===== src/rtl/crc32_frame_ctrl.sv =====
// crc32_frame_ctrl -- stream-side sequencer around a 32-bit combinational CRC.
//
// Generate mode (mode=0): forwards every word, accumulating the CRC, then
// appends the final CRC (crc_reg ^ CRC_XOROUT) as one extra trailing word.
// Check mode (mode=1): forwards every word; the last word of a frame is taken
// as the received CRC and compared against the accumulated value.
//
// Ports:
//   clk, rst_n            clock, asynchronous active-low reset
//   mode                  0=generate/append, 1=check (latched on first word)
//   s_valid/s_ready       input handshake, s_data[31:0], s_last
//   m_valid/m_ready       output handshake, m_data[31:0], m_last
//   crc_done, crc_err     1-cycle pulses at frame completion
//   crc_value[31:0]       final CRC of the last completed frame
//   stats_clr, frame_cnt[15:0], err_cnt[15:0]
//                         present only when CRC32_FRAME_STATS_EN is defined
//
// The CRC engine is the reflected CRC-32 (polynomial 0xEDB88320), consuming
// the 32 data bits LSB first.

module crc (
  input  logic [31:0] crcIn,
  input  logic [31:0] data,
  output logic [31:0] crcOut
);
  localparam logic [31:0] POLY = 32'hEDB8_8320;

  always_comb begin
    crcOut = crcIn;
    for (int unsigned i = 0; i < 32; i++) begin
      if (crcOut[0] ^ data[i]) crcOut = (crcOut >> 1) ^ POLY;
      else                     crcOut = crcOut >> 1;
    end
  end
endmodule

module crc32_frame_ctrl #(
  parameter logic [31:0] CRC_INIT   = 32'hFFFF_FFFF,
  parameter logic [31:0] CRC_XOROUT = 32'hFFFF_FFFF
) (
  input  logic        clk,
  input  logic        rst_n,
  input  logic        mode,
  input  logic        s_valid,
  output logic        s_ready,
  input  logic [31:0] s_data,
  input  logic        s_last,
  output logic        m_valid,
  input  logic        m_ready,
  output logic [31:0] m_data,
  output logic        m_last,
  output logic        crc_done,
  output logic        crc_err,
`ifdef CRC32_FRAME_STATS_EN
  input  logic        stats_clr,
  output logic [15:0] frame_cnt,
  output logic [15:0] err_cnt,
`endif
  output logic [31:0] crc_value
);

  typedef enum logic {S_DATA, S_APPEND} state_t;

  state_t      state_q, state_d;
  logic [31:0] crc_q, crc_d;
  logic        m_valid_q, m_valid_d;
  logic [31:0] m_data_q, m_data_d;
  logic        m_last_q, m_last_d;
  logic        done_q, done_d;
  logic        err_q, err_d;
  logic [31:0] value_q, value_d;
  logic        frame_mode_q, frame_mode_d;
  logic        in_frame_q, in_frame_d;

  logic [31:0] crc_out;
  logic        slot_free, accept, cur_mode;
  logic [31:0] final_crc;

  crc u_crc (
    .crcIn (crc_q),
    .data  (s_data),
    .crcOut(crc_out)
  );

  assign slot_free = !m_valid_q || m_ready;
  assign s_ready   = (state_q == S_DATA) && slot_free;
  assign accept    = s_valid && s_ready;
  // First word of a frame uses the live mode input; later words the latch.
  assign cur_mode  = in_frame_q ? frame_mode_q : mode;
  assign final_crc = crc_q ^ CRC_XOROUT;

  always_comb begin
    state_d      = state_q;
    crc_d        = crc_q;
    m_valid_d    = m_valid_q;
    m_data_d     = m_data_q;
    m_last_d     = m_last_q;
    done_d       = 1'b0;
    err_d        = 1'b0;
    value_d      = value_q;
    frame_mode_d = frame_mode_q;
    in_frame_d   = in_frame_q;

    if (slot_free) m_valid_d = 1'b0;

    unique case (state_q)
      S_DATA: begin
        if (accept) begin
          m_valid_d  = 1'b1;
          m_data_d   = s_data;
          m_last_d   = 1'b0;
          in_frame_d = 1'b1;
          if (!in_frame_q) frame_mode_d = mode;
          if (!cur_mode) begin
            crc_d = crc_out;
            if (s_last) state_d = S_APPEND;
          end else if (!s_last) begin
            crc_d = crc_out;
          end else begin
            m_last_d   = 1'b1;
            value_d    = final_crc;
            done_d     = 1'b1;
            err_d      = (s_data != final_crc);
            crc_d      = CRC_INIT;
            in_frame_d = 1'b0;
          end
        end
      end
      S_APPEND: begin
        if (slot_free) begin
          m_valid_d  = 1'b1;
          m_data_d   = final_crc;
          m_last_d   = 1'b1;
          value_d    = final_crc;
          done_d     = 1'b1;
          crc_d      = CRC_INIT;
          in_frame_d = 1'b0;
          state_d    = S_DATA;
        end
      end
      default: state_d = S_DATA;
    endcase
  end

  always_ff @(posedge clk or negedge rst_n) begin
    if (!rst_n) begin
      state_q      <= S_DATA;
      crc_q        <= CRC_INIT;
      m_valid_q    <= 1'b0;
      m_data_q     <= '0;
      m_last_q     <= 1'b0;
      done_q       <= 1'b0;
      err_q        <= 1'b0;
      value_q      <= '0;
      frame_mode_q <= 1'b0;
      in_frame_q   <= 1'b0;
    end else begin
      state_q      <= state_d;
      crc_q        <= crc_d;
      m_valid_q    <= m_valid_d;
      m_data_q     <= m_data_d;
      m_last_q     <= m_last_d;
      done_q       <= done_d;
      err_q        <= err_d;
      value_q      <= value_d;
      frame_mode_q <= frame_mode_d;
      in_frame_q   <= in_frame_d;
    end
  end

  assign m_valid   = m_valid_q;
  assign m_data    = m_data_q;
  assign m_last    = m_last_q;
  assign crc_done  = done_q;
  assign crc_err   = err_q;
  assign crc_value = value_q;

`ifdef CRC32_FRAME_STATS_EN
  logic [15:0] frame_cnt_q, err_cnt_q;

  // Counters follow the registered pulses; clear has priority.
  always_ff @(posedge clk or negedge rst_n) begin
    if (!rst_n) begin
      frame_cnt_q <= '0;
      err_cnt_q   <= '0;
    end else if (stats_clr) begin
      frame_cnt_q <= '0;
      err_cnt_q   <= '0;
    end else begin
      if (done_q && frame_cnt_q != '1) frame_cnt_q <= frame_cnt_q + 16'd1;
      if (err_q && err_cnt_q != '1)    err_cnt_q   <= err_cnt_q + 16'd1;
    end
  end

  assign frame_cnt = frame_cnt_q;
  assign err_cnt   = err_cnt_q;
`endif

endmodule


===== config.mk =====
export PLATFORM = sky130hd
export DESIGN_NAME = crc32_frame_ctrl
export DESIGN_NICKNAME = d
export VERILOG_FILES = /design/src/rtl/crc32_frame_ctrl.sv
export SDC_FILE = /design/constraint.sdc
export NUM_CORES = 1
export LEC_CHECK = 0
export CAP_MARGIN = 0
export CORE_MARGIN = 5
export CORE_UTILIZATION = 30
export CTS_CLUSTER_DIAMETER = 150
export DETAILED_ROUTE_END_ITERATION = 12
export DONT_BUFFER_PORTS = 1
export SLEW_MARGIN = 25
export SYNTH_ARGS = -nofsm -noshare
export SYNTH_HDL_FRONTEND = slang
export SYNTH_SLANG_ARGS = --single-unit

===== constraint.sdc =====
create_clock -name clk -period 4.7 [get_ports clk]
set_clock_uncertainty 0.2 [all_clocks]
set_input_delay 0.235 -clock clk [delete_from_list [all_inputs] [get_ports clk]]
set_output_delay 0.235 -clock clk [all_outputs]
set_load 0.02 [all_outputs]

# Word level (Yosys, flattened, before mapping)
# Cells that the tools add are included.
# op_classes
n_eq_ne	5
bitwise_logic	66
n_mux	70
reduce_logical	7
# op_table
cell	count
$mux W32	41
$not A13 Y14	32
$pmux W32 S2	3
$ne A32 B32 Y1	1
$not A32 Y32	1
$xor A1 B1 Y1	32
$mux W1	21
$pmux W1 S2	5
$ne A2 B2 Y1 const B	3
$reduce_and A2 Y1	2
$reduce_and A4 Y1	1
$logic_and A1 B1 Y1	2
$ne A2 B1 Y1 const B	1
$logic_not A1 Y1	1
$logic_or A1 B1 Y1	1
$not A1 Y1	1
# totals
elab_cells	158
in_bits	38
ff_bits	103

# Depth between registers and ports, before layout
# logic_depth
depth_word	68
ltp_mapped	11
mapped_depth_nobuf	10

# Hierarchy
# A second synthesis with hierarchy kept.
# unflattened
hier_cells	652
hier_area_um2	7978.9
# by_module_without_submodules
mod	area_each_um2	cells_each	instances
crc32_frame_ctrl	4698.3	379	1
crc	3280.6	273	1

# Worst setup path before layout
# Ideal clock, no wire load.
# synth_path
path_type	register -> register
from	register crc_q[3]
to	register crc_q[19]
period_less_slack_ns	4.211
t_required_ns	4.407
setup_time_ns	0.093
arrival_ns	3.918
setup_slack_ns	0.489
path_buffers	0
path_stages_with_launch	10
cell_sequence	dfstp_2 xor2_4 xnor3_4 xor2_1 xor3_2 xnor3_2 xnor2_4 xor2_1 xnor3_1 a2bb2oi_1
# synth_via
elab_chain_cells	50
# synth_lines
item	line	text
from (decl)	65	logic [31:0] crc_q, crc_d;
from (signal assigned)	159	crc_q <= crc_d;
$mux W32 (*) (3 in a row)	31	if (crcOut[0] ^ data[i]) crcOut = (crcOut >> 1) ^ POLY;
$xor A1 B1 Y1 (*)	31	
$mux W32 (*) (6 in a row)	31	
$xor A1 B1 Y1 (tied with other cells)	31	
$mux W32 (*)	31	
$not A13 Y14 (no line) / $mux W32 (equally long branches)	-	
$mux W32 (*) (3 in a row)	31	
$not A13 Y14 (no line) / $xor A1 B1 Y1 (equally long branches)	-	
[... 25 more ...]	-	
$not A13 Y14 (no line)	-	
$mux W32 (*)	31	
$not A13 Y14 (no line)	-	
$mux W32 (*)	31	
$mux W32	117	end else if (!s_last) begin
$mux W32 (*)	114	if (!cur_mode) begin
$mux W32 (*)	108	if (accept) begin
$pmux W32 S2 (*)	106	unique case (state_q)
# Every way passes the cells marked *; elsewhere a longest branch is shown, timed or not. The select of a mux whose other input is x is not followed.
# A chain may end at the register's enable or synchronous reset.

# Worst setup path after layout
# Same ends and word-level chain as after synthesis.

==> results by group <==
Logic synthesis
  – Largest cells by area after synthesis: dfrtp_1, xnor2_1, dfstp_2, xnor3_1, o21ai_0
  – Top-count cell post-synth: xnor2_1
  – Synth top area share: 24.08%
  – Ys async rst share: 100.0%
  – Post-Syn Instances: 659
  – Post-Syn Area: 7380 um^2
  – Synth top cells by count: xnor2_1, dfrtp_1, nand2_1
  – Synth Area per Inst: between 10 and 15 um^2
  – Syn_nets: 699
  – Seq cells post-synth: 103
  – Seq/Total Area, Yosys: between 30% and 40%
  – Yosys top cell by area: dfrtp_1
  – Top_reg_cell synth: dfrtp_1
  – Netlist cell types: 35
  – Ys Warns: 0
  – Post-synth EDFFs: 0

Drt
  – WL/cell: 20.95 um
  – Pre-antenna DRT Iters: 5
  – Vias per std cell: 4.728
  – Final WL: 21.68 mm
  – Initial DRC Count: around 360
  – DRC viols: 0
  – Routed via count: roughly 4900
  – Final ANT Viol Nets: 0

Job
  – Max-cap viol count: 0

Worst setup path
  – Reg-to-reg endpoint: crc_q[19]
  – Startpoint types: register
  – Setup crit end: crc_q[19]
  – R2R Setup Slk: 0.24 ns
  – Setup CP Type: reg2reg
  – First element of the critical path: crc_q[3]
  – Worst-path fanout max: 9
  – Reg2reg start: crc_q[3]
  – Worst reg2reg path depth: 9
  – CP endpoint kind: register
  – Worst EP arrival: 4.54 ns
  – Endpoint required time on the critical path: roughly 4.8 ns

Timing
  – RSZ-0062 raised after global routing: false
  – Final Max Tran Viols: 0
  – Fin. Hold Viols: 0
  – Max_slew headroom: 44.29%
  – Final setup fails: 0
  – Max Fclk: around 0.22 GHz
  – Worst-margin pin slew: 0.8296 ns
  – Final min period: 4.459 ns
  – TNS Setup: 0 ns
  – Part of the cycle the worst path needs: a little over nine tenths

Floorplan
  – Full die area: 27840 um^2
  – Initial Util: about 30%
  – Die H: 166.8 um
  – Top-Level Pins: 107
  – Area of the core: 24250 um^2
  – Rows: 57
  – Die width: about 170 um

Clock tree
  – # resized after CTS: 0
  – Worst-skew pair later-pin latency: between 0.3 and 0.4 ns
  – Num CTS Buffers: 9
  – Htree depth: 3
  – CTS Root Cell: clkbuf_16
  – CTS clk-pin slew, worst paths: 0.07 ns
  – Post CTS Setup Buffer Count: 0
  – # clock sinks: 103
  – CTS tree: yes
  – CTS Buffer Depth: 2

Global route
  – Vias in the first global route: 5228
  – Grt ovf: 0
  – Initial antenna violation count: 0
  – Largest net degree at the start of global routing: 104
  – First-pass GRT wire length: 33.49 mm
  – Gr usage total: 15.58%

Cells and area
  – P&R area growth vs syn: 16.46%
  – Number of inserted diodes: 0
  – Layout cells sized above 1: approximately 14%
  – Area of the multi-input gates: 4533 um^2
  – Nets: 746
  – # fillers: 2404
  – Register area: 2619 um^2

Placed design
  – IO buf count: 0
  – Final GP Congestion: 0.9662
  – Final HPWL DP: 16.65 mm

Run status
  – Status: finished, final reports clean

Min path
  – Hold depth: 2
  – Min-delay worst type: in2reg
[registers in the layout (all words and copies together) (netlist names)]
register and count:
in_frame_q 1, m_last 1, crc_q 32, m_data 32
crc_value 32, m_valid 1, state_q 1, crc_err 1
crc_done 1, frame_mode_q 1
[final cells by class]
cell class,count,area share [%]
clock buffers,9,2.620
clock inverters,7,1.106
inverters,35,1.529
multi-input cells,494,52.74
flip-flops and latches,103,30.47
well taps,324,4.717
repair buffers,63,6.813
[repair_timing]
item / CTS / global route
endpoints found under the hold margin: 139 / 0
hold buffers: 38 / 0
endpoints found under the setup margin: 0 / 0
[logic make-up (layout without fill, tap and decap cells)]
kind of cell             after synthesis  count (layout)  share of synthesized area [%]
XOR/XNOR                             266             266                          43.27
flip-flops                           103             103                          35.47
buffers and inverters                 62             114                          3.171
multiplexers                          32              32                          4.340
AO/OA/AOI/OAI                        101             101                          8.121
AND/OR/NAND/NOR                       93              93                          5.290
adder cells (fa/ha/maj)                2               2                         0.3390
[per-stage QoR]
step	utilization [%]	instances	hold WS, ns	area (um^2)	worst slack (ns)
final	35.44	1035	0.01016	8594	0.2408
after global routing	35.44	1035	0.01228	8594	0.1053
after CTS	35.44	1035	0.001752	8594	0.2554
after detailed placement	32.48	981	-0.2588	7876	0.2630
after global placement	32.47	981	-0.2582	7874	0.3379
after floorplan	-	659	-0.2606	7380	0.4895
[worst max-delay path: stages, from the launching register on]
cell and delay [ns]:
dfstp_2 0.60, xor2_4 0.37, xnor3_4 0.64, xnor3_1 0.48
xnor3_1 0.36, xnor3_2 0.53, xnor2_4 0.28, xor2_1 0.28
xnor3_1 0.49, a2bb2oi_1 0.15
[worst min path at each step]
stage               startpoint          to  slack (ns)
floorplan                rst_n    crc_done       -0.26
global placement         rst_n  m_data[22]       -0.26
detailed placement       rst_n  m_data[22]       -0.26
CTS                     s_last     crc_err       0.002
global route            s_last     crc_err        0.01
finish                  s_last     crc_err        0.01
[cell usage in the layout, fill, tap and decap left out, types with 32 or more instances in the layout]
| cell | n |
|---|---|
| dfrtp_1 | 70 |
| dfstp_2 | 32 |
| dlygate4sd3_1 | 37 |
| inv_1 | 34 |
| mux2i_1 | 32 |
| nand2_1 | 70 |
| o21ai_0 | 65 |
| xnor2_1 | 170 |
| xnor3_1 | 35 |
| xor2_1 | 33 |
[routing by layer]
metal  up-vias  wire length, um  track usage [%]
li1       2275                -                -
met3        25             1115            3.105
met5         -                0                0
met2       143            10990            27.05
met4         0              492            4.554
met1      2450             9087            19.65
Power is left out: the tool's default activity adds up to more than one toggle a clock period on the data nets, which glitch-free logic cannot reach.
